$ cat src/rtl/piezo_tone_seq_pkg.sv
// -----------------------------------------------------------------------------
// piezo_tone_seq_pkg
// Shared constants, sequencer state encoding and a digit-slot helper for the
// piezo tone sequencer and anything else that handles 4-digit BCD words.
// -----------------------------------------------------------------------------
package piezo_tone_seq_pkg;

  localparam int NUM_TONES = 10;  // one tone per decimal digit
  localparam int SEQ_LEN   = 4;   // digits in a guess/answer word
  localparam int BCD_W     = 4;   // bits per BCD digit
  localparam int IDX_W     = $clog2(SEQ_LEN);
  localparam int WORD_W    = SEQ_LEN * BCD_W;

  typedef enum logic [1:0] {
    IDLE = 2'd0,
    TONE = 2'd1,
    GAP  = 2'd2
  } state_t;

  // Slot 0 is the most significant digit, so a word plays left to right.
  function automatic logic [BCD_W-1:0] digit_at(input logic [WORD_W-1:0] digits,
                                                input logic [IDX_W-1:0]  idx);
    int unsigned slot;
    slot = SEQ_LEN - 1 - int'(idx);
    return digits[slot*BCD_W +: BCD_W];
  endfunction

endpackage

$ cat src/rtl/piezo_tone_seq_if.sv
// -----------------------------------------------------------------------------
// piezo_tone_seq_if
// Request/status bundle between the game controller (master) and the tone
// sequencer (slave).
//   key_valid / key_digit     : single-key beep request
//   play_start / play_digits  : 4-digit playback request, [15:12] first
//   abort                     : synchronous stop
//   tone_en                   : one-hot tone enables to the tone dividers
//   busy / done               : sequencer status, done is a 1-cycle pulse
// -----------------------------------------------------------------------------
interface piezo_tone_seq_if;
  import piezo_tone_seq_pkg::*;

  logic                 key_valid;
  logic [BCD_W-1:0]     key_digit;
  logic                 play_start;
  logic [WORD_W-1:0]    play_digits;
  logic                 abort;
  logic [NUM_TONES-1:0] tone_en;
  logic                 busy;
  logic                 done;

  modport master (
    output key_valid, key_digit, play_start, play_digits, abort,
    input  tone_en, busy, done
  );

  modport slave (
    input  key_valid, key_digit, play_start, play_digits, abort,
    output tone_en, busy, done
  );

endinterface

$ cat src/rtl/piezo_tone_seq_bcd_onehot_dec.sv
// -----------------------------------------------------------------------------
// piezo_tone_seq_bcd_onehot_dec
// BCD digit to one-hot decoder. Codes 10..15 are not digits and decode to all
// zeros, so a corrupt slot can never light an LED or sound a tone.
//   code   : 4-bit BCD input
//   onehot : bit k set when code == k (k = 0..9)
// -----------------------------------------------------------------------------
module piezo_tone_seq_bcd_onehot_dec
  import piezo_tone_seq_pkg::*;
(
  input  logic [BCD_W-1:0]     code,
  output logic [NUM_TONES-1:0] onehot
);

  always_comb begin
    for (int k = 0; k < NUM_TONES; k++) begin
      onehot[k] = (code == BCD_W'(k));
    end
  end

endmodule

$ cat src/rtl/piezo_tone_seq.sv
// -----------------------------------------------------------------------------
// piezo_tone_seq
// Turns game events into per-digit tone enables for the piezo tone bank.
// A beep is a 1-digit sequence; a playback is 4 digits with silent gaps
// between them. tone_en comes straight from a register and is one-hot or zero.
//   clk  : system clock
//   rst  : asynchronous active-low reset
//   bus  : request/status bundle (slave side), see piezo_tone_seq_if
// Parameters:
//   TONE_CYCLES : cycles each digit tone is held (>= 1)
//   GAP_CYCLES  : cycles of silence between playback digits (>= 1)
//   CNT_W       : duration counter width, 2**CNT_W > max(TONE/GAP_CYCLES)
// -----------------------------------------------------------------------------
module piezo_tone_seq
  import piezo_tone_seq_pkg::*;
#(
  parameter int TONE_CYCLES = 200000,
  parameter int GAP_CYCLES  = 50000,
  parameter int CNT_W       = 18
) (
  input  logic              clk,
  input  logic              rst,
  piezo_tone_seq_if.slave   bus
);

  state_t               state_q, state_d;
  logic [CNT_W-1:0]     cnt_q, cnt_d;
  logic [IDX_W-1:0]     idx_q, idx_d;
  logic [IDX_W-1:0]     last_q, last_d;     // index of the final slot
  logic [WORD_W-1:0]    digits_q, digits_d;
  logic [NUM_TONES-1:0] tone_en_q, tone_en_d;
  logic                 done_q, done_d;
  logic [NUM_TONES-1:0] next_onehot;
  logic                 tone_end, gap_end;

  assign tone_end = (cnt_q == CNT_W'(TONE_CYCLES - 1));
  assign gap_end  = (cnt_q == CNT_W'(GAP_CYCLES - 1));

  // NOTE: every signal written here gets a default first, so no path can
  // leave one unassigned and infer a latch.
  always_comb begin
    state_d  = state_q;
    idx_d    = idx_q;
    last_d   = last_q;
    digits_d = digits_q;
    done_d   = 1'b0;

    if (bus.abort) begin
      // Wins over everything, including a start strobe in the same cycle.
      state_d = IDLE;
      idx_d   = '0;
    end else begin
      unique case (state_q)
        IDLE: begin
          if (bus.play_start) begin
            digits_d = bus.play_digits;
            last_d   = IDX_W'(SEQ_LEN - 1);
            idx_d    = '0;
            state_d  = TONE;
          end else if (bus.key_valid) begin
            // A beep is a playback whose only slot is slot 0.
            digits_d = {bus.key_digit, {(WORD_W - BCD_W){1'b0}}};
            last_d   = '0;
            idx_d    = '0;
            state_d  = TONE;
          end
        end
        TONE: begin
          if (tone_end) begin
            if (idx_q == last_q) begin
              state_d = IDLE;
              done_d  = 1'b1;
            end else begin
              state_d = GAP;
            end
          end
        end
        GAP: begin
          if (gap_end) begin
            idx_d   = idx_q + 1'b1;
            state_d = TONE;
          end
        end
        default: state_d = IDLE;
      endcase
    end

    // Restart timing on every state entry; IDLE keeps the counter parked.
    if ((state_d != state_q) || (state_q == IDLE)) begin
      cnt_d = '0;
    end else begin
      cnt_d = cnt_q + 1'b1;
    end
  end

  // Decode the slot that will be current next cycle so tone_en can be
  // registered and line up exactly with the TONE state.
  piezo_tone_seq_bcd_onehot_dec u_dec (
    .code   (digit_at(digits_d, idx_d)),
    .onehot (next_onehot)
  );

  assign tone_en_d = (state_d == TONE) ? next_onehot : '0;

  // NOTE: sequential state uses non-blocking assignments so every register
  // samples the pre-edge values, independent of statement order.
  always_ff @(posedge clk or negedge rst) begin
    if (!rst) begin
      state_q   <= IDLE;
      cnt_q     <= '0;
      idx_q     <= '0;
      last_q    <= '0;
      digits_q  <= '0;
      tone_en_q <= '0;
      done_q    <= 1'b0;
    end else begin
      state_q   <= state_d;
      cnt_q     <= cnt_d;
      idx_q     <= idx_d;
      last_q    <= last_d;
      digits_q  <= digits_d;
      tone_en_q <= tone_en_d;
      done_q    <= done_d;
    end
  end

  assign bus.tone_en = tone_en_q;
  assign bus.busy    = (state_q != IDLE);
  assign bus.done    = done_q;

endmodule

$ cat src/flat_wrapper.sv
// flat-port wrapper written by rule: the top's interface ports become plain ports
module piezo_tone_seq_flat import piezo_tone_seq_pkg::*;
#(
  parameter int TONE_CYCLES = 200000,
  parameter int GAP_CYCLES  = 50000,
  parameter int CNT_W       = 18
)
  (clk, rst, bus_key_valid, bus_key_digit, bus_play_start, bus_play_digits, bus_abort, bus_tone_en, bus_busy, bus_done);
  piezo_tone_seq_if bus_i ();
  input  logic clk;
  input  logic rst;
  input wire logic [$bits(bus_i.key_valid)-1:0] bus_key_valid;
  input wire logic [$bits(bus_i.key_digit)-1:0] bus_key_digit;
  input wire logic [$bits(bus_i.play_start)-1:0] bus_play_start;
  input wire logic [$bits(bus_i.play_digits)-1:0] bus_play_digits;
  input wire logic [$bits(bus_i.abort)-1:0] bus_abort;
  output wire logic [$bits(bus_i.tone_en)-1:0] bus_tone_en;
  output wire logic [$bits(bus_i.busy)-1:0] bus_busy;
  output wire logic [$bits(bus_i.done)-1:0] bus_done;
  assign bus_i.key_valid = bus_key_valid;
  assign bus_i.key_digit = bus_key_digit;
  assign bus_i.play_start = bus_play_start;
  assign bus_i.play_digits = bus_play_digits;
  assign bus_i.abort = bus_abort;
  assign bus_tone_en = bus_i.tone_en;
  assign bus_busy = bus_i.busy;
  assign bus_done = bus_i.done;
  piezo_tone_seq #(.TONE_CYCLES(TONE_CYCLES), .GAP_CYCLES(GAP_CYCLES), .CNT_W(CNT_W)) u_core (.clk(clk), .rst(rst), .bus(bus_i));
endmodule
$ cat config.mk
export PLATFORM = sky130hd
export DESIGN_NAME = piezo_tone_seq_flat
export DESIGN_NICKNAME = d
export VERILOG_FILES = /design/src/rtl/piezo_tone_seq_pkg.sv /design/src/rtl/piezo_tone_seq_if.sv /design/src/rtl/piezo_tone_seq_bcd_onehot_dec.sv /design/src/rtl/piezo_tone_seq.sv /design/src/flat_wrapper.sv
export SDC_FILE = /design/constraint.sdc
export NUM_CORES = 1
export LEC_CHECK = 0
export BUFFER_PORTS_ARGS = -buffer_cell sky130_fd_sc_hd__buf_2
export CAP_MARGIN = 20
export CORE_MARGIN = 3
export CORE_UTILIZATION = 61
export CTS_CLUSTER_DIAMETER = 30
export CTS_CLUSTER_SIZE = 8
export DETAILED_ROUTE_END_ITERATION = 8
export PLACE_DENSITY = 0.84
export SYNTH_ARGS = -nofsm -noshare
export SYNTH_HDL_FRONTEND = slang
export SYNTH_SLANG_ARGS = --single-unit
export TNS_END_PERCENT = 30
$ cat constraint.sdc
create_clock -name clk -period 4.3 [get_ports clk]
set_clock_uncertainty 0.05 [all_clocks]
set_input_delay 0.215 -clock clk [delete_from_list [all_inputs] [get_ports clk]]
set_output_delay 0.215 -clock clk [all_outputs]
set_load 0.005 [all_outputs]
==> metrics.yaml <==
sta:
  finalSetupViolCount: 0
  worstMarginPinSlew_ps: 769
  finalWorstSetupSlack_ps: 1040
  maxSlewHeadroom: 0.487
  finalMaxSlewViolations: 0
  period_minus_slack_ps: 3260
  tns_ps: 0
  hold_violations: 0
  fmax_mhz: 307
  rsz0062_at_grt: "false"
  fin_crit_sh: 0.758
pwr:
  leakage_uw: 0.00129
  peakVddDrop_v: 0.000292
  p_comb_frac: 0.145
  p_per_area_nw_per_um2: 347
  swShare: 0.253
  fin_total_pwr_uw: 986
  internal-power_uw: 736
  power_switching_uw: 249
  p_seq_frac: 0.521
  pwr-share-clk: 0.335
min_path:
  hp-class: "in2reg"
status:
  status: "finished clean"
die:
  die_y_um: 69.7
  rows: 22
  boundaryPins: 37
  fp.dieArea_um2: 4860
  start_util: 0.653
  dieWidth_um: 69.7
  core_area_um2: 3800
cells_and_area:
  finish.instance_area_um2: 2840
  fillers: 272
  antenna_cells: 0
  nets: 304
  fin_cells: 327
  drive_above_1_share: 0.219
  final_cell_mix: "dfrtp_1, buf_2, nor2_1, nor3_1, a22o_1"
  multi_input_area_um2: 1170
  layout_commonest_cell: "dfrtp_1"
  syn2layout_area_growth_pct: 14.5
  ff_latch_area_um2: 1250
setup_path:
  cp_top_family: "simple AND/OR/NAND/NOR gates"
  crit_chain: "or4b_4, nor2_1, or4b_2, a22oi_1, nor2_1, a21oi_2, nor2_1"
  cpPeakStageDelay_ps: 590
  start_kind: "flop"
  crit_arrival_ps: 3360
  cpMostUsedCell: "nor2_1"
  path_buf_inv: 0
  required_ps: 4400
  setup.worst_path.class: "reg2reg"
  slowest_stage: "or4b_2"
  worst-path-max-fanout: 18
  crit_path_end_kind: "flop"
drt:
  drt-initial-drc-count: 128
  first_pass_iters: 4
  drc: 0
  wl_per_cell_um: 15.6
  drt-total-wl_um: 5100
  ant_nets: 0
  post_drt_via_cell_ratio: 5.97
  route.vias.total: 1951
synthesis:
  netlist_instances: 241
  ys.flop_type: "dfrtp_1"
  synth_cell_types: 47
  syn_avg_cell_area_um2: 10.3
  synth_edf_count: 0
  synth-async-reset-ratio: 1.00
  yosysSeqAreaShare: 0.505
  synth_nets: 267
  yosysWarnings: 0
  ys_seq_elements: 50
  synth.cell_area_um2: 2480
global_route:
  grt_antenna_before_repair: 0
  overflow: 0
  grtUsageTotal: 0.227
  grt_pass1_vias: 1834
  grt_pass1_wl_um: 8990
  grt_max_degree: 51
cts:
  cts_tree: "done"
  clock_tree.buffer_depth: 2
  insertion_delay_ps: 310
  clk_pin_slew_ps: 100
  cts_inserted_buffers: 5
  clock-sinks: 50
  cts-resized-gates: 0
  root_buffer: "clkbuf_8"
  cts_htree_levels: 2
place:
  gp_congestion: 0.821
  pre_cts_ws_ps: 1080
  io_buffers: 36
  placed_cell_area_um2: 2700
  dp.cells: 317
  dpl.hpwl_um: 3570
job:
  max_cap_violations: 0
==> metrics by stage <==
stage,hold WS (ps),utilization
3_3_place_gp,412,0.710
2_1_floorplan,-131,-
6_report,97.1,0.747
5_1_grt,95.8,0.747
4_1_cts,84.4,0.739
3_5_place_dp,411,0.710
==> flip-flops by register name, summed over array words and instances, names as in the netlist <==
register,cells
u_core.digits_q,16
u_core.last_q,1
u_core.cnt_q,18
u_core.idx_q,2
u_core.bus.done,1
u_core.state_q,2
u_core.bus.tone_en,10
==> final timing paths <==
kind                                         start               endpoint  slack [ps]  depth (start not counted)
min in group asynchronous                      rst  u_core.bus.tone_en[7]         360                          2
worst max-delay path               u_core.cnt_q[7]       u_core.cnt_q[16]        1040                          7
worst min-delay path            bus_play_digits[7]     u_core.digits_q[7]         100                          2
worst max register to register     u_core.cnt_q[7]       u_core.cnt_q[16]        1040                          7
worst min register to register     u_core.cnt_q[0]        u_core.cnt_q[0]         440                          1
max in group asynchronous                      rst        u_core.cnt_q[9]        3320                          3
==> layout make-up <==
type	count	share of cell area
clock inverter	3	0.0154
clock buffer	5	0.0242
multi-input combinational	175	0.413
inverter	7	0.00926
tap	48	0.0212
timing repair buffer	39	0.0767
sequential	50	0.441
==> worst register-to-register path, cell delays in order (launching register included) <==
cell and delay [ps]:
dfrtp_1 440, or4b_4 580, nor2_1 110, or4b_2 590, a22oi_1 480, nor2_1 110
a21oi_2 590, nor2_1 150
==> power by group through the flow <==
stage	clock network (µW)	logic [µW]	registers [µW]
6_report	330	143	513
5_1_grt	357	160	517
4_1_cts	337	141	513
3_5_place_dp	0	139	522
3_3_place_gp	0	136	521
2_1_floorplan	0	93.3	519
==> cell usage after synthesis, types with 3 or more instances <==
| cell type | number | share of area |
|---|---|---|
| nor2b_1 | 7 | 0.018 |
| nor2_1 | 31 | 0.047 |
| a22oi_1 | 5 | 0.015 |
| nor3_1 | 16 | 0.032 |
| a31oi_1 | 3 | 0.0076 |
| and3_1 | 5 | 0.013 |
| a22o_1 | 13 | 0.046 |
| or2_2 | 3 | 0.0076 |
| dfrtp_1 | 50 | 0.50 |
| nand3_1 | 9 | 0.018 |
| o21ai_0 | 5 | 0.010 |
| nand4_1 | 4 | 0.010 |
| inv_1 | 7 | 0.011 |
| a21oi_1 | 4 | 0.0081 |
| clkbuf_1 | 7 | 0.011 |
| o211ai_1 | 5 | 0.015 |
| a211oi_1 | 3 | 0.0091 |
| or3_1 | 6 | 0.015 |
| xor2_1 | 8 | 0.028 |
| xnor2_1 | 8 | 0.028 |
| nand2_1 | 8 | 0.012 |
==> what timing repair did <==
item                                    4_1_cts  5_1_grt
endpoints found under the setup margin        0        0
hold buffers                                  0        1
endpoints found under the hold margin         0       23
setup buffers                                 0        0
==> metal layers <==
layer  vias to the layer above  share of wire  GRT usage
li1                        946              -          -
met1                       933           0.49      0.356
met2                        65           0.44      0.318
met3                         7          0.060     0.0362
met4                         0          0.012     0.0787
met5                         -              0          0
==> kinds of logic after synthesis <==
group           Yosys count  synth area share
buf+inv                  16            0.0252
flops                    50             0.505
xor+xnor                 16            0.0565
fa+ha+maj                 1           0.00505
simple gates            108             0.252
mux                       1           0.00404
compound gates           49             0.152
(Power assumes the default switching activity.)
